**src/rtl/rr_grant_ctrl_pkg.sv**
```systemverilog
// Shared types and defaults for the round-robin grant controller.
// Holds the FSM state encoding, the default width constants and a clog2 helper.
package rr_grant_ctrl_pkg;

  typedef enum logic {
    ST_IDLE = 1'b0,
    ST_HOLD = 1'b1
  } state_t;

  function automatic int clog2(input int value);
    int result;
    result = 0;
    while ((1 << result) < value) begin
      result = result + 1;
    end
    return result;
  endfunction

  localparam int DEF_N     = 8;
  localparam int DEF_IDX_W = clog2(DEF_N);

endpackage

```
**src/rtl/rr_grant_ctrl_onehot_encode.sv**
```systemverilog
// Combinational one-hot to binary index encoder; a zero input encodes to 0.
module onehot_encode
  import rr_grant_ctrl_pkg::*;
#(
  parameter int N     = DEF_N,
  parameter int IDX_W = DEF_IDX_W
) (
  input  logic [N-1:0]     i_onehot,
  output logic [IDX_W-1:0] o_idx
);

  // OR of the indices of all set bits; exact for one-hot, 0 for no bits set.
  always_comb begin
    o_idx = '0;
    for (int k = 0; k < N; k++) begin
      if (i_onehot[k]) begin
        o_idx = o_idx | IDX_W'(k);
      end
    end
  end

endmodule

```
**src/rtl/rr_grant_ctrl.sv**
```systemverilog
// Round-robin grant controller: builds the masked request for an external
// lowest-set-bit arbiter and holds its registered one-hot result until release.
module rr_grant_ctrl
  import rr_grant_ctrl_pkg::*;
#(
  parameter int N        = DEF_N,
  parameter int IDX_W    = DEF_IDX_W,
  parameter int MAX_HOLD = 255,
  parameter int CNT_W    = 8
) (
  input  logic             i_clk,
  input  logic             i_reset,
  input  logic [N-1:0]     i_req,
  input  logic             i_done,
  output logic [N-1:0]     o_arb_i,
  input  logic [N-1:0]     i_arb_o,
  output logic [N-1:0]     o_gnt,
  output logic             o_gnt_valid,
  output logic [IDX_W-1:0] o_gnt_idx,
  output logic             o_timeout
);

  localparam logic [CNT_W-1:0] HOLD_LIMIT = CNT_W'(MAX_HOLD);
  localparam logic [CNT_W-1:0] HOLD_LAST  = CNT_W'((MAX_HOLD > 0) ? (MAX_HOLD - 1) : 0);

  state_t           r_state;
  logic [N-1:0]     r_mask;
  logic [N-1:0]     r_gnt;
  logic             r_gnt_valid;
  logic [IDX_W-1:0] r_gnt_idx;
  logic             r_timeout;
  logic [CNT_W-1:0] r_cnt;

  logic [N-1:0]     w_masked_req;
  logic [N-1:0]     w_rel_mask;
  logic [IDX_W-1:0] w_arb_idx;
  logic             w_hold_expired;

  // Fall back to the full request vector when nobody above the last owner asks.
  assign w_masked_req = i_req & r_mask;
  assign o_arb_i      = (|w_masked_req) ? w_masked_req : i_req;

  genvar gi;
  generate
    for (gi = 0; gi < N; gi++) begin : g_rel_mask
      assign w_rel_mask[gi] = (gi > int'(r_gnt_idx));
    end
  endgenerate

  assign w_hold_expired = (MAX_HOLD != 0) && (r_cnt == HOLD_LAST);

  onehot_encode #(
    .N     (N),
    .IDX_W (IDX_W)
  ) u_encode (
    .i_onehot (i_arb_o),
    .o_idx    (w_arb_idx)
  );

  always_ff @(posedge i_clk) begin
    if (i_reset) begin
      r_state     <= ST_IDLE;
      r_mask      <= '1;
      r_gnt       <= '0;
      r_gnt_valid <= 1'b0;
      r_gnt_idx   <= '0;
      r_timeout   <= 1'b0;
      r_cnt       <= '0;
    end else begin
      r_timeout <= 1'b0;
      case (r_state)
        ST_IDLE: begin
          if (|i_arb_o) begin
            r_gnt       <= i_arb_o;
            r_gnt_idx   <= w_arb_idx;
            r_gnt_valid <= 1'b1;
            r_cnt       <= '0;
            r_state     <= ST_HOLD;
          end
        end
        ST_HOLD: begin
          if (i_done || w_hold_expired) begin
            r_gnt       <= '0;
            r_gnt_valid <= 1'b0;
            r_gnt_idx   <= '0;
            r_mask      <= w_rel_mask;
            r_timeout   <= !i_done;
            r_state     <= ST_IDLE;
          end else if (r_cnt != HOLD_LIMIT) begin
            r_cnt <= r_cnt + CNT_W'(1);
          end
        end
        default: r_state <= ST_IDLE;
      endcase
    end
  end

  assign o_gnt       = r_gnt;
  assign o_gnt_valid = r_gnt_valid;
  assign o_gnt_idx   = r_gnt_idx;
  assign o_timeout   = r_timeout;

endmodule

```
**config.mk**
```make
export PLATFORM = sky130hd
export DESIGN_NAME = rr_grant_ctrl
export DESIGN_NICKNAME = d
export VERILOG_FILES = /design/src/rtl/rr_grant_ctrl_pkg.sv /design/src/rtl/rr_grant_ctrl_onehot_encode.sv /design/src/rtl/rr_grant_ctrl.sv
export SDC_FILE = /design/constraint.sdc
export NUM_CORES = 1
export LEC_CHECK = 0
export CORE_MARGIN = 1
export CORE_UTILIZATION = 48
export CTS_CLUSTER_SIZE = 20
export DETAILED_ROUTE_END_ITERATION = 8
export PLACE_DENSITY = 0.82
export SLEW_MARGIN = 10
export SYNTH_ARGS = -nofsm -noshare
export SYNTH_HDL_FRONTEND = slang
export SYNTH_SLANG_ARGS = --single-unit
```
**constraint.sdc**
```tcl
create_clock -name i_clk -period 2.1 [get_ports i_clk]
set_clock_uncertainty 0.1 [all_clocks]
set_input_delay 0.525 -clock i_clk [delete_from_list [all_inputs] [get_ports i_clk]]
set_output_delay 0.525 -clock i_clk [all_outputs]
set_load 0.02 [all_outputs]
```
==> run summary, run 1 <==
Unique masters post-synth = 44
yosys warns = 0
top post-synthesis cells by area = dfxtp_1 40%, a21oi_1 4.7%, o21a_1 4.5%
Final Max Slew Viols = 0
routed via count = 1640
post-synth top area share = 0.4007
routed length per instance = 16.09 um
CTS Buf Count = 5
DP HPWL = 3142 um
Initial Utilization = 0.5254
Die H = 57.88 um
Core ar. = 0.002853 mm2
largest area contributor in the netlist = dfxtp_1
final wirelength = 4297 um
Placed Cells = 259
ANT nets after route = 0
Total Die Area = 0.003350 mm2
area growth from synthesis to layout = 42.40%
Max-slew headroom = 0.7418
Core Rows = 19
reg-to-reg setup timing slack = 0.19 ns
post-synthesis sequential area ratio = 0.4007
Yosys reg bits = 30
initial drt markers = 75
CP Class = in2reg
worst setup path startpoint = i_arb_o[5]
# IOs = 40
Max Cap Viol = 0
Avg Synthesized Cell Area = 8.817 um2
CP Buf/Inv Count = 1
final hold violation count = 0
failing checks = design-rule violations
FFs w/ async S/R, synth = 0
vias in the first global route = 1477
final worst setup slack = 0.05429 ns
GRT Util Overall = 0.2709
post-CTS setup buffer count = 0
final setup fails = 0
static leakage power = 0.8650 nW
n_diodes = 0
I/O Buffers = 39
Critical-path top delay cell = or4_4
clock buffer depth = 2
vias per cell = 6.142
Multi-input gate area = 858.3 um2
Post-Synthesis Cells = 170
CP delay by family, top = simple AND/OR/NAND/NOR gates
CTS clk-pin slew, worst paths = 0.09 ns
H-tree levels = 2
Synth Cell Area = 0.001499 mm2
share of cells above drive strength 1 = 0.2712
gpl congestion = 0.8659
VDD IR-drop max = 547.1 uV
Core Util, Final = 0.7482
worst-margin pin slew = 0.3824 ns
pre-CTS WS = -0.8518 ns
Critical Path RT = 2.24 ns
endpoint type of the worst setup path = register
Max Freq = 488.8 MHz
Worst setup SP type = input port
CTS Hold Bufs = 0
CTS tree = built
total chip power = 1.259 mW
largest net degree at the start of global routing = 24
CP peak stage delay = 0.58 ns
path type of the worst min-delay path = reg2reg
Crit Path Max Fanout = 4
Reg area = 601.8 um2
syn nets = 191
Post-synth EDFFs = 0
First-pass DRT Iterations = 6
Crit Reg-Reg Startpoint = r_cnt[0]$_SDFFE_PP0P_
# fillers = 226
DRC = 4
Die X = 57.88 um
Post-Layout Cell Count = 267
min Tclk post-route = 2.046 ns
initial antenna violation count = 0
first-pass GRT wire length = 6837 um
Critical Path AT = 2.18 ns
status = finished with violations
fin nets = 256
Period Utilization, post-route = 0.9741
crit path cell chain = clkdlybuf4s50_1 > or4_4 > nor3b_4 > nor3_2 > o32ai_2
CTS Sinks = 30
Cell Pwr Density = 590.0 mW/mm2
hold path start = o_gnt_valid$_SDFFE_PP0P_
latest clock arrival within the worst-skew pair = 0.33 ns
RSZ-0062 raised after global routing = yes
prevailing post-synth register cell = dfxtp_1
total gr overflow = 0
clk root buf = clkbuf_4
cell usage after synthesis (3+ instances only):
cell type   n
dfxtp_1    30
a21oi_1    14
nand3_1    12
o21a_1      9
nor2_1      8
nand2_1     7
nand2b_1    7
clkbuf_1    6
a22oi_1     5
nand4_1     5
o211ai_1    5
o21ai_0     5
and4_1      4
inv_1       4
nor4_1      4
a211o_1     3
nor2b_1     3
nor3_1      3
o31ai_1     3
repair_timing:
item / 4_1_cts / 5_1_grt
gates resized for setup: 64 / 12
endpoints found under the setup margin: 10 / 9
pin swaps: 7 / 7
worst min-delay path, delay by kind of cell, from the launching register on:
family | cells | cell delay, ns
compound gates | 1 | 0.05
buf+inv | 1 | 0.05
flops | 1 | 0.32
worst paths after layout:
kind	cells after the start	endpoint
hold / removal	2	o_gnt_valid$_SDFFE_PP0P_
hold reg to reg	2	o_gnt_valid$_SDFFE_PP0P_
setup reg to reg	8	o_gnt[0]$_SDFFE_PP0P_
setup / recovery	5	r_cnt[1]$_SDFFE_PP0P_
kinds of logic after synthesis:
kind of cell / after synthesis / synth area share
DFF: 30 / 0.4007
buffers and inverters: 14 / 0.04173
adders and majority gates: 2 / 0.01669
and+or+nand+nor: 67 / 0.2780
AOI/OAI and AO/OA: 57 / 0.2629
cell usage in the layout, fill, tap and decap left out, types with 4 or more instances in the layout:
cell / synthesis / layout
nor4_1: 4 / 4
a22oi_2: 0 / 4
o21ai_0: 5 / 5
buf_4: 2 / 35
nand4_1: 5 / 5
a21oi_1: 14 / 14
clkbuf_4: 0 / 5
nand3_1: 12 / 12
nand2b_1: 7 / 7
o211ai_1: 5 / 5
nand2_1: 7 / 7
o21a_1: 9 / 9
nor2_1: 8 / 8
inv_1: 4 / 4
clkbuf_2: 0 / 6
dfxtp_1: 30 / 29
clkdlybuf4s50_1: 0 / 20
report_power, final:
part / leakage, nW / switching, mW / internal, mW
clock: 0.0353 / 0.197 / 0.162
sequential: 0.246 / 0.0268 / 0.597
combinational: 0.584 / 0.136 / 0.141
total: 0.865 / 0.359 / 0.900
final cells by class:
type | instances | area share
multi-input combinational | 126 | 0.4021
sequential | 30 | 0.2819
timing repair buffer | 68 | 0.2626
clock buffer | 7 | 0.02579
tap | 31 | 0.01817
inverter | 4 | 0.007034
clock inverter | 1 | 0.002345
flip-flops by register name (all words and copies together) (netlist names):
| name | flops |
|---|---|
| o_timeout | 1 |
| r_state | 1 |
| r_cnt | 8 |
| o_gnt_valid | 1 |
| r_mask | 8 |
| o_gnt_idx | 3 |
| o_gnt | 8 |
per-layer routing:
| metal | global-route usage | vias up | part of all wire |
|---|---|---|---|
| met5 | 0 | - | 0 |
| met4 | 0.1088 | 0 | 0.022 |
| met3 | 0.08929 | 12 | 0.076 |
| met2 | 0.4647 | 71 | 0.50 |
| met1 | 0.3104 | 776 | 0.40 |
| li1 | - | 781 | - |
per-stage QoR:
stage | area (um2) | setup TNS (ns) | hold WS (ns)
after floorplan | 1499 | 0 | 0.3361
after global placement | 2098 | -7.846 | 0.3464
after detailed placement | 2098 | -9.731 | 0.3553
after CTS | 2156 | 0 | 0.3707
after global routing | 2135 | -0.02857 | 0.3930
final | 2135 | 0 | 0.3673
No activity file was read; power rests on OpenSTA's default activity.
==> run 2: changes to the inputs <==
PLACE_DENSITY = 0.84   (was 0.82)
==> run 2 against run 1 <==
Compared with the run above: the run still ends with design-rule violations left; critical endpoint is now o_arb_i[2]; clock-buffer cell count did not move; fmax about the same; critical path depth is the same; cell count is the same; critical path type is now in2out.
==> run summary, run 2 (same netlist as run 1, synthesis figures left out) <==
status = finished with violations
failing checks = design-rule violations
total chip power = 1.256 mW
First-pass DRT Iterations = 6
Post-Layout Cell Count = 267
share of cells above drive strength 1 = 0.2669
Switching Fraction = 0.2823
Critical Path AT = 1.42 ns
GRT Util Overall = 0.2733
Max-slew headroom = 0.7601
min Tclk post-route = 2.045 ns
DP HPWL = 3020 um
Placed Instance Area = 0.002111 mm2
Total Die Area = 0.003350 mm2
routed length per instance = 15.45 um
clock buffer depth = 2
# IOs = 40
final hold violation count = 0
Core Rows = 19
CTS Hold Bufs = 0
WHS Path Cells = 2
reg-to-reg setup timing slack = 0.13 ns
area growth from synthesis to layout = 43.16%
H-tree levels = 2
VDD IR-drop max = 613.9 uV
latest clock arrival within the worst-skew pair = 0.33 ns
Initial Utilization = 0.5254
clock share of power = 0.283
Worst setup SP type = input port
I/O Buffers = 39
post-CTS setup buffer count = 0
total gr overflow = 0
routed via count = 1591
CTS Sinks = 30
Placed Cells = 259
static leakage power = 0.8683 nW
initial drt markers = 69
CTS Buf Count = 5
endpoint type of the worst setup path = primary output
n_diodes = 0
RSZ-0062 raised after global routing = yes
Core Util, Final = 0.7522
CTS clk-pin slew, worst paths = 0.09 ns
worst hold slack = 0.3716 ns
gpl congestion = 0.9001
vias per cell = 5.959
part of the power in combinational logic = 0.221
vias in the first global route = 1513
ANT nets after route = 0
# fillers = 222
worst-margin pin slew = 0.3594 ns
NetSw = 0.3546 mW
final instance area = 0.002146 mm2
Die H = 57.88 um
initial antenna violation count = 0
Die X = 57.88 um
Period Utilization, post-route = 0.9739
final wirelength = 4126 um
commonest cells after routing, fill and taps aside = 31 x buf_4, 29 x dfxtp_1, 21 x clkdlybuf4s50_1
Crit Path Max Fanout = 8
fin nets = 256
Final Max Slew Viols = 0
largest net degree at the start of global routing = 24
Max Freq = 488.9 MHz
most common cell after layout, fill and taps aside = buf_4
Core ar. = 0.002853 mm2
first-pass GRT wire length = 6969 um
Critical Path RT = 1.47 ns
Max Cap Viol = 0
CTS tree = built
DRC = 4
Cell Pwr Density = 585.4 mW/mm2
final setup fails = 0
path type of the worst min-delay path = reg2reg
Worst R2R Path Depth = 7
Sequential Power Share = 0.496
clk root buf = clkbuf_4
CP Class = in2out
internal power = 0.9016 mW
run 2: cell count changes in the layout (fill, tap and decap cells not counted), sizes merged:
cell,before,now
clkdlybuf4s50,20,21
buf,38,39
clkdlybuf4s15,1,2
dlygate4sd2,2,1
clkbuf,13,11
run 2: path summary, 6_finish.rpt:
check                              from                endpoint
setup / recovery               i_req[7]              o_arb_i[2]
setup reg to reg  r_cnt[0]$_SDFFE_PP0P_  r_mask[3]$_SDFFE_PP1P_
hold reg to reg   o_gnt[3]$_SDFFE_PP0P_   o_gnt[3]$_SDFFE_PP0P_
hold / removal    o_gnt[3]$_SDFFE_PP0P_   o_gnt[3]$_SDFFE_PP0P_
run 2: area by class of cell:
type / count / area [um2] / share of cell area
multi-input combinational: 126 / 858.3 / 0.4000
sequential: 30 / 601.8 / 0.2805
timing repair buffer: 68 / 571.8 / 0.2665
clock buffer: 7 / 55.05 / 0.02566
tap: 31 / 38.79 / 0.01808
inverter: 4 / 15.01 / 0.006997
clock inverter: 1 / 5.005 / 0.002332
run 2: per-layer routing:
metal | vias up | global-route usage | wire [um]
met5 | - | 0 | 0
met1 | 740 | 0.3404 | 1773
met2 | 58 | 0.4598 | 1990
li1 | 784 | - | -
met4 | 0 | 0.08163 | 84
met3 | 9 | 0.07813 | 279
run 2: stage by stage:
stage	setup WS [ns]	TNS [ns]
after floorplan	0.1393	0
after global placement	-0.7738	-8.088
after detailed placement	-0.8244	-9.571
after CTS	0.002209	0
after global routing	-0.002091	-0.002137
final	0.05471	0
run 2: timing repair:
item | in CTS | in global routing
resized for setup | 60 | 12
pin swaps | 6 | 7
endpoints found under the setup margin | 9 | 9
hold endpoints to repair | 0 | 0
cloned | 0 | 0
run 2: worst max-delay path, stage by stage:
cell and delay [ns]:
clkdlybuf4s15_1 0.20, a22oi_2 0.13, and4_4 0.29, o21a_1 0.15, buf_6 0.12
run 2: power by group through the flow:
stage	combinational (mW)	sequential, mW	clock (mW)
final	0.277	0.623	0.356
after global routing	0.299	0.627	0.388
after global placement	0.278	0.632	0
after floorplan	0.111	0.648	0
after CTS	0.277	0.622	0.364
after detailed placement	0.284	0.634	0
